$ cat config.mk
export PLATFORM = sky130hd
export DESIGN_NAME = sram_port_arbiter
export DESIGN_NICKNAME = d
export VERILOG_FILES = /design/src/rtl/sram_port_arbiter.sv
export SDC_FILE = /design/constraint.sdc
export NUM_CORES = 1
export LEC_CHECK = 0
export BUFFER_PORTS_ARGS = -buffer_cell sky130_fd_sc_hd__buf_2
export CAP_MARGIN = 20
export CELL_PAD_IN_SITES_DETAIL_PLACEMENT = 0
export CELL_PAD_IN_SITES_GLOBAL_PLACEMENT = 1
export CORE_AREA = 2 2 173 175
export DETAILED_ROUTE_END_ITERATION = 10
export DIE_AREA = 0 0 175 177
export MAX_ROUTING_LAYER = met4
export PLACE_DENSITY = 0.73
export SLEW_MARGIN = 40
export SYNTH_ARGS = -nofsm -noshare
export SYNTH_HDL_FRONTEND = slang
export SYNTH_SLANG_ARGS = --single-unit
export TNS_END_PERCENT = 5
$ cat constraint.sdc
create_clock -name aclk -period 1.9 [get_ports aclk]
set_clock_uncertainty 0.05 [all_clocks]
set_input_delay 0.19 -clock aclk [delete_from_list [all_inputs] [get_ports aclk]]
set_output_delay 0.19 -clock aclk [all_outputs]
set_load 0.05 [all_outputs]
$ cat src/rtl/sram_port_arbiter.sv
// sram_port_arbiter: shares one single-port 512x45 SRAM macro between two
// valid/ready requesters (port 0: AXI4-Lite front end, port 1: AES store).
// All macro pins are registered on the rising edge of aclk; the macro runs on
// ~aclk, so read data is back in time for the next rising edge.
// Build option: define SRAM_ARB_RR_EN for round-robin arbitration; when it is
// undefined, port 1 has fixed priority and no round-robin state exists.
module sram_port_arbiter #(
    parameter int unsigned AW = 9,
    parameter int unsigned DW = 45
) (
    input  logic          aclk,
    input  logic          aresetn,

    input  logic          p0_req_valid,
    output logic          p0_req_ready,
    input  logic          p0_req_we,
    input  logic [AW-1:0] p0_req_addr,
    input  logic [DW-1:0] p0_req_wdata,
    input  logic [DW-1:0] p0_req_bmask,
    output logic          p0_rsp_valid,
    input  logic          p0_rsp_ready,
    output logic [DW-1:0] p0_rsp_rdata,

    input  logic          p1_req_valid,
    output logic          p1_req_ready,
    input  logic          p1_req_we,
    input  logic [AW-1:0] p1_req_addr,
    input  logic [DW-1:0] p1_req_wdata,
    input  logic [DW-1:0] p1_req_bmask,
    output logic          p1_rsp_valid,
    input  logic          p1_rsp_ready,
    output logic [DW-1:0] p1_rsp_rdata,

    output logic          sram_ceb,
    output logic          sram_web,
    output logic [AW-1:0] sram_a,
    output logic [DW-1:0] sram_d,
    output logic [DW-1:0] sram_bweb,
    input  logic [DW-1:0] sram_q
);

    logic          p0_elig, p1_elig;
    logic          p0_grant, p1_grant;
    logic          issue;
    logic          sel_we;
    logic [AW-1:0] sel_addr;
    logic [DW-1:0] sel_wdata;
    logic [DW-1:0] sel_bmask;

    // Tag of the access the macro is working on this cycle.
    logic          tag_valid_q;
    logic          tag_port_q;
    logic          tag_read_q;

    // Per-port response slots.
    logic          rsp0_valid_q, rsp1_valid_q;
    logic [DW-1:0] rsp0_data_q, rsp1_data_q;

    logic          load0, load1;
    logic [DW-1:0] cap_data;

`ifdef SRAM_ARB_RR_EN
    logic last_q;

    // Round-robin pointer: most recently granted port, moves only on a handshake.
    always_ff @(posedge aclk or negedge aresetn) begin
        if (!aresetn) begin
            last_q <= 1'b1;
        end else if (issue) begin
            last_q <= p1_grant;
        end
    end
`endif

    // Eligibility and grant; a port may issue while its slot drains this cycle.
    always_comb begin
        p0_elig = p0_req_valid & (~rsp0_valid_q | p0_rsp_ready);
        p1_elig = p1_req_valid & (~rsp1_valid_q | p1_rsp_ready);
`ifdef SRAM_ARB_RR_EN
        p0_grant = p0_elig & (~p1_elig | last_q);
        p1_grant = p1_elig & (~p0_elig | ~last_q);
`else
        p1_grant = p1_elig;
        p0_grant = p0_elig & ~p1_elig;
`endif
    end

    assign p0_req_ready = p0_grant;
    assign p1_req_ready = p1_grant;

    // Select the granted port's request fields.
    always_comb begin
        issue     = p0_grant | p1_grant;
        sel_we    = p1_grant ? p1_req_we    : p0_req_we;
        sel_addr  = p1_grant ? p1_req_addr  : p0_req_addr;
        sel_wdata = p1_grant ? p1_req_wdata : p0_req_wdata;
        sel_bmask = p1_grant ? p1_req_bmask : p0_req_bmask;
    end

    // Macro pin register: drive an access on a handshake, otherwise idle.
    always_ff @(posedge aclk or negedge aresetn) begin
        if (!aresetn) begin
            sram_ceb  <= 1'b1;
            sram_web  <= 1'b1;
            sram_a    <= '0;
            sram_d    <= '0;
            sram_bweb <= '1;
        end else if (issue) begin
            sram_ceb  <= 1'b0;
            sram_web  <= ~sel_we;
            sram_a    <= sel_addr;
            sram_d    <= sel_we ? sel_wdata : '0;
            sram_bweb <= sel_we ? ~sel_bmask : '1;
        end else begin
            sram_ceb  <= 1'b1;
            sram_web  <= 1'b1;
            sram_a    <= '0;
            sram_d    <= '0;
            sram_bweb <= '1;
        end
    end

    // Tag register: which port issued and whether it was a read.
    always_ff @(posedge aclk or negedge aresetn) begin
        if (!aresetn) begin
            tag_valid_q <= 1'b0;
            tag_port_q  <= 1'b0;
            tag_read_q  <= 1'b0;
        end else begin
            tag_valid_q <= issue;
            tag_port_q  <= issue ? p1_grant : 1'b0;
            tag_read_q  <= issue ? ~sel_we : 1'b0;
        end
    end

    // Capture steering; writes answer with zero data.
    always_comb begin
        load0    = tag_valid_q & ~tag_port_q;
        load1    = tag_valid_q & tag_port_q;
        cap_data = tag_read_q ? sram_q : '0;
    end

    // Port 0 response slot: a load wins over a drain in the same cycle.
    always_ff @(posedge aclk or negedge aresetn) begin
        if (!aresetn) begin
            rsp0_valid_q <= 1'b0;
            rsp0_data_q  <= '0;
        end else if (load0) begin
            rsp0_valid_q <= 1'b1;
            rsp0_data_q  <= cap_data;
        end else if (rsp0_valid_q && p0_rsp_ready) begin
            rsp0_valid_q <= 1'b0;
        end
    end

    // Port 1 response slot: a load wins over a drain in the same cycle.
    always_ff @(posedge aclk or negedge aresetn) begin
        if (!aresetn) begin
            rsp1_valid_q <= 1'b0;
            rsp1_data_q  <= '0;
        end else if (load1) begin
            rsp1_valid_q <= 1'b1;
            rsp1_data_q  <= cap_data;
        end else if (rsp1_valid_q && p1_rsp_ready) begin
            rsp1_valid_q <= 1'b0;
        end
    end

    assign p0_rsp_valid = rsp0_valid_q;
    assign p0_rsp_rdata = rsp0_data_q;
    assign p1_rsp_valid = rsp1_valid_q;
    assign p1_rsp_rdata = rsp1_data_q;

endmodule

## Word-level counts from Yosys, hierarchy flattened

Index checks and enable logic that the tools add are counted.

| word-level totals | value |
|---|---|
| RAM bits | 0 |
| latch bits | 0 |
| bits in registers | 196 |
| memories | 0 |
| output and inout port bits | 195 |
| logic and storage cells | 48 |
| input port bits | 251 |
| memory bits (read-only) | 0 |

| cells by class | value |
|---|---|
| bitwise operators | 14 |
| divide/modulo/power cells | 0 |
| reductions and logical operators | 4 |
| add/subtract/negate cells | 0 |
| magnitude comparators | 0 |
| multiply operators | 0 |
| eq/ne operators | 0 |
| mux-type cells | 18 |
| shift-type cells | 0 |

Operators with widths:

| kind | count |
|---|---|
| $mux W45 | 7 |
| $not A45 Y45 | 1 |
| $mux W9 | 2 |
| $mux W1 | 9 |
| $and A1 B1 Y1 | 5 |
| $not A1 Y1 | 5 |
| $reduce_bool A2 Y1 | 2 |
| $or A1 B1 Y1 | 3 |
| $logic_and A1 B1 Y1 | 2 |

## Longest topological paths before layout

| depth | value |
|---|---|
| word-level depth | 7 |
| gate-level depth with buffers | 5 |

## Worst setup path before layout

No wires, ideal clock.

| timing path | value |
|---|---|
| kind | reg-to-reg |
| start | register rsp1_valid_q (netlist: p1_rsp_valid) |
| end | register sram_a[0] |
| data required time | 1.780 ns |
| setup time | 0.070 ns |
| arrival time | 2.026 ns |
| slack | -0.246 ns |
| stages on the path, launching flop included | 5 |
| clock period less this slack | 2.146 ns |
| cells stage by stage | dfrtp_1 > nand2b_1 > a211oi_1 > clkbuf_1 > a22o_1 |

| between the ends | value |
|---|---|
| cells in the longest elaborated chain, start to end | 7 |

Ends and longest elaborated chain:

| element | RTL line | text |
|---|---|---|
| start: declaration | 56 | `logic rsp0_valid_q, rsp1_valid_q;` |
| start signal: assignment | 159 | `rsp1_valid_q <= 1'b0;` |
| start signal: assignment | 162 | `rsp1_valid_q <= 1'b1;` |
| start signal: assignment | 165 | `rsp1_valid_q <= 1'b0;` |
| $not A1 Y1 | 78 | `p1_elig = p1_req_valid & (~rsp1_valid_q \| p1_rsp_ready);` |
| $or A1 B1 Y1 | 78 |  |
| $and A1 B1 Y1 | 78 |  |
| $not A1 Y1 | 84 | `p0_grant = p0_elig & ~p1_elig;` |
| $and A1 B1 Y1 | 84 |  |
| named net p0_req_ready | 15 | `output logic p0_req_ready,` |
| $or A1 B1 Y1 | 93 | `issue = p0_grant \| p1_grant;` |
| $mux W9 | 108 | `end else if (issue) begin` |
| end signal: assignment | 111 | `sram_a <= sel_addr;` |
| end: declaration | 36 | `output logic [AW-1:0] sram_a,` |

The timed path passes the listed nets, and every way through them passes these cells.
A chain may end at the register's enable or synchronous reset.

## Worst setup path in the final report

| timing path | value |
|---|---|
| start | register rsp1_valid_q (netlist: p1_rsp_valid) |
| end | register sram_a[7] |

| between the ends | value |
|---|---|
| cells in the longest elaborated chain, start to end | 7 |

Ends and longest elaborated chain:

| element | RTL line |
|---|---|
| $not A1 Y1 (*) | 78 |
| $or A1 B1 Y1 (*) | 78 |
| $and A1 B1 Y1 (*) | 78 |
| $not A1 Y1 | 84 |
| $and A1 B1 Y1 | 84 |
| $or A1 B1 Y1 | 93 |
| $mux W9 (*) | 108 |

Every way passes the cells marked *; elsewhere a longest branch is shown, timed or not.

==> reports/metrics.json <==
{
  "ys_seq_elements": {"value": 196},
  "max_freq": {"value": 0.550, "unit": "GHz"},
  "multi_input_area": {"value": 1910, "unit": "sq um"},
  "track_usage": {"value": 0.188},
  "drv.max_cap_violation_count": {"value": 0},
  "syn-instance-count": {"value": 584},
  "cts_inserted_buffers": {"value": 17},
  "initial_core_util": {"value": 0.241},
  "drt_wl_total": {"value": 28700, "unit": "microns"},
  "chipHeight": {"value": 177, "unit": "microns"},
  "cts.reportedPaths.clkPinSlew": {"value": 0.07, "unit": "ns"},
  "fraction_of_the_mapped_netlist_area_in_adder_cells": {"value": 0},
  "design_power_total": {"value": 12.2, "unit": "mW"},
  "yosysWarnings": {"value": 0},
  "pin_count_of_the_biggest_net_entering_global_routing": {"value": 69},
  "tritoncts_num_sinks": {"value": 196},
  "compound_gate_fraction_of_synth_area": {"value": 0.187},
  "detail_route.wl_per_cell": {"value": 17.1, "unit": "microns"},
  "layout_common_cells": {"value": "445 x buf_2, 244 x dlygate4sd3_1, 148 x dfrtp_1"},
  "finalCriticalPeriod": {"value": 1.82, "unit": "ns"},
  "detailedPlace.worstSlack": {"value": 0.204, "unit": "ns"},
  "route.detailed.drc": {"value": 0},
  "timing.rr.start": {"value": "p1_rsp_valid$_DFFE_PN0P_"},
  "io_buffer_count": {"value": 445},
  "detail_placement_hpwl": {"value": 19700, "unit": "microns"},
  "worstPathRequired": {"value": 2.16, "unit": "ns"},
  "die_w": {"value": 175, "unit": "microns"},
  "total_leakage_power": {"value": 6.49, "unit": "nW"},
  "max-slew-margin-rel": {"value": 0.631},
  "design.core.area": {"value": 29200, "unit": "sq um"},
  "crit_slowest_cell": {"value": "dlygate4sd3_1"},
  "timing.reg2reg.worst_path_depth": {"value": 5},
  "main_combinational_cell_family_by_area_after_synthesis": {"value": "compound AO/OA/AOI/OAI gates"},
  "ys_seq_area_frac": {"value": 0.705},
  "critical_path_class": {"value": "reg2reg"},
  "synth_nets": {"value": 835},
  "syn_area_per_cell": {"value": 12.1, "unit": "sq um"},
  "area_of_all_sequential_standard_cells": {"value": 4960, "unit": "sq um"},
  "post_synth_xor_area_fraction": {"value": 0},
  "number_of_antenna_violations_at_the_first_check_in_global_routing": {"value": 1},
  "top_level_ports": {"value": 446},
  "least_margin_pin_slew": {"value": 0.552, "unit": "ns"},
  "area_growth": {"value": 84.7, "unit": "%"},
  "arrival": {"value": 2.08, "unit": "ns"},
  "layoutNonFillerInstCount": {"value": 1680},
  "synth_cell_types": {"value": 19},
  "routed_via_density": {"value": 4.35},
  "row_count": {"value": 63},
  "cp-startpoint": {"value": "p1_rsp_valid$_DFFE_PN0P_"},
  "fin_worst_hold_slack": {"value": 0.0175, "unit": "ns"},
  "drtAntennaViolNets": {"value": 0},
  "final_layout_size_suffix_gt1_frac": {"value": 0.435},
  "post_synth_mux_area_share": {"value": 0},
  "die_area": {"value": 31000, "unit": "sq um"},
  "grt_first_pass_wirelength": {"value": 43300, "unit": "microns"},
  "cp-endpoint": {"value": "sram_a[7]$_DFF_PN0_"},
  "clkLatencyLatePin": {"value": 0.43, "unit": "ns"},
  "worstPathMaxFanout": {"value": 12},
  "clockBufferDepth": {"value": 2},
  "critical_path.startpoint_type": {"value": "flop"},
  "flop2flop_setup_slack": {"value": 0.08, "unit": "ns"},
  "drt_iter0_markers": {"value": 332},
  "first_global_vias": {"value": 7673},
  "critPathCaptureType": {"value": "flop"},
  "numPlacedInstances": {"value": 1401},
  "outcome": {"value": "completed"},
  "synthSimpleGateAreaFrac": {"value": 0.0804},
  "powerDensity": {"value": 937, "unit": "nW/um^2"},
  "final_core_utilization": {"value": 0.444},
  "crit_chain": {"value": "nand2b_4 -> and2_1 -> buf_4 -> a22o_1 -> dlygate4sd3_1"},
  "crit-reg2reg-capture": {"value": "sram_a[7]$_DFF_PN0_"},
  "vias": {"value": 7307},
  "commonest_non_fill_non_tap_cell_in_the_layout": {"value": "buf_2"},
  "critical_path.max_stage_delay": {"value": 0.57, "unit": "ns"},
  "hold_viol": {"value": 0},
  "fillerInstances": {"value": 2719},
  "crit_share_post_route": {"value": 0.957},
  "cts_tree": {"value": "built"},
  "cts_htree_levels": {"value": 4},
  "grt.overflow.total": {"value": 0},
  "total_nets_final": {"value": 1527},
  "place_congestion": {"value": 0.815},
  "hp-class": {"value": "in2reg"},
  "clock_root_buffer": {"value": "clkbuf_16"},
  "number_of_search_and_repair_iterations_in_the_first_detailed_routing_pass": {"value": 5},
  "timing_max_transition_violations_final": {"value": 0},
  "final-setup-viol-count": {"value": 0},
  "final_critical_path_setup_slack": {"value": 0.0812, "unit": "ns"},
  "worst_ir_drop_vdd": {"value": 0.000485, "unit": "V"},
  "synth.cell_area": {"value": 7040, "unit": "sq um"}
}
## cells in the mapped netlist
library cell	number	share of area
nand2_1	138	0.074
a21o_1	1	0.0011
nor2b_1	1	0.00089
a22o_1	55	0.068
a21oi_1	1	0.00071
a2111oi_4	1	0.0039
o21ai_0	90	0.064
inv_1	3	0.0016
a211oi_1	1	0.0011
a22oi_1	45	0.048
and2_1	2	0.0018
dfstp_2	47	0.18
nor2_1	1	0.00053
clkbuf_1	35	0.019
and3_1	1	0.00089
nand2b_1	3	0.0027
dfrtp_1	149	0.53
buf_1	1	0.00053
buf_2	9	0.0064
## cell families (layout without fill, tap and decap cells)
group | after synthesis | in the layout
compound gates | 194 | 194
other cells | 0 | 1
buf+inv | 48 | 753
simple gates | 146 | 146
flops | 196 | 196
## cell type report
class	count	share of cell area
Inverter	3	0.000866
Sequential cell	196	0.382
Tap cell	390	0.0375
Clock buffer	20	0.0385
Antenna cell	1	0.000193
Multi-Input combinational cell	340	0.147
Timing Repair Buffer	718	0.386
Clock inverter	12	0.00789
## registers in the layout (all words and copies together), names as in the netlist
signal and count:
p0_rsp_rdata 45, sram_a 9, p1_rsp_valid 1, sram_ceb 1, tag_read_q 1, sram_bweb 45, p1_rsp_rdata 45, tag_port_q 1
sram_web 1, sram_d 45, p0_rsp_valid 1, tag_valid_q 1
## per-layer routing
metal  track usage  vias to the layer above  wire length (microns)
met5             -                        -                      0
met4        0.0646                        0                    742
met3        0.0442                       46                   1820
met2         0.319                      324                  14700
met1         0.220                     3515                  11400
li1              -                     3422                      -
## how the worst min path moves through the flow
stage,from,endpoint,slack [ns],cells past startpoint
2_1_floorplan,aresetn,p0_rsp_rdata[0]$_DFFE_PN0P_,-0.16,0
3_3_place_gp,aresetn,sram_d[25]$_DFF_PN0_,0.17,1
3_5_place_dp,aresetn,sram_d[25]$_DFF_PN0_,0.18,1
4_1_cts,sram_q[14],p0_rsp_rdata[14]$_DFFE_PN0P_,0.004,3
5_1_grt,sram_q[14],p0_rsp_rdata[14]$_DFFE_PN0P_,0.006,3
6_report,sram_q[14],p0_rsp_rdata[14]$_DFFE_PN0P_,0.02,3
## through the flow
step,cell area [sq um],TNS [ns]
final,13000,0
after global routing,13000,-0.00894
after CTS,13000,0
after detailed placement,9920,0
after global placement,9920,0
after floorplan,7040,-0.824
## power breakdown
part | total [mW] | leakage, nW | switching [mW] | internal [mW]
clock network | 3.71 | 0.301 | 1.75 | 1.96
registers | 4.85 | 2.48 | 0.195 | 4.65
logic | 3.62 | 3.71 | 2.51 | 1.11
total | 12.2 | 6.49 | 4.45 | 7.72
## critical path: cells and delay by family (launching register included)
family	cells	cell delay [ns]
AOI/OAI and AO/OA	1	0.24
and+or+nand+nor	2	0.27
buffers and inverters	2	0.75
DFF	1	0.39
## timing repair
item	in CTS	in global routing
hold buffers	244	0
gates resized for setup	0	5
setup endpoints to repair	0	9
setup buffers	0	1
hold endpoints to repair	198	0
No activity file was read; power rests on OpenSTA's default activity.
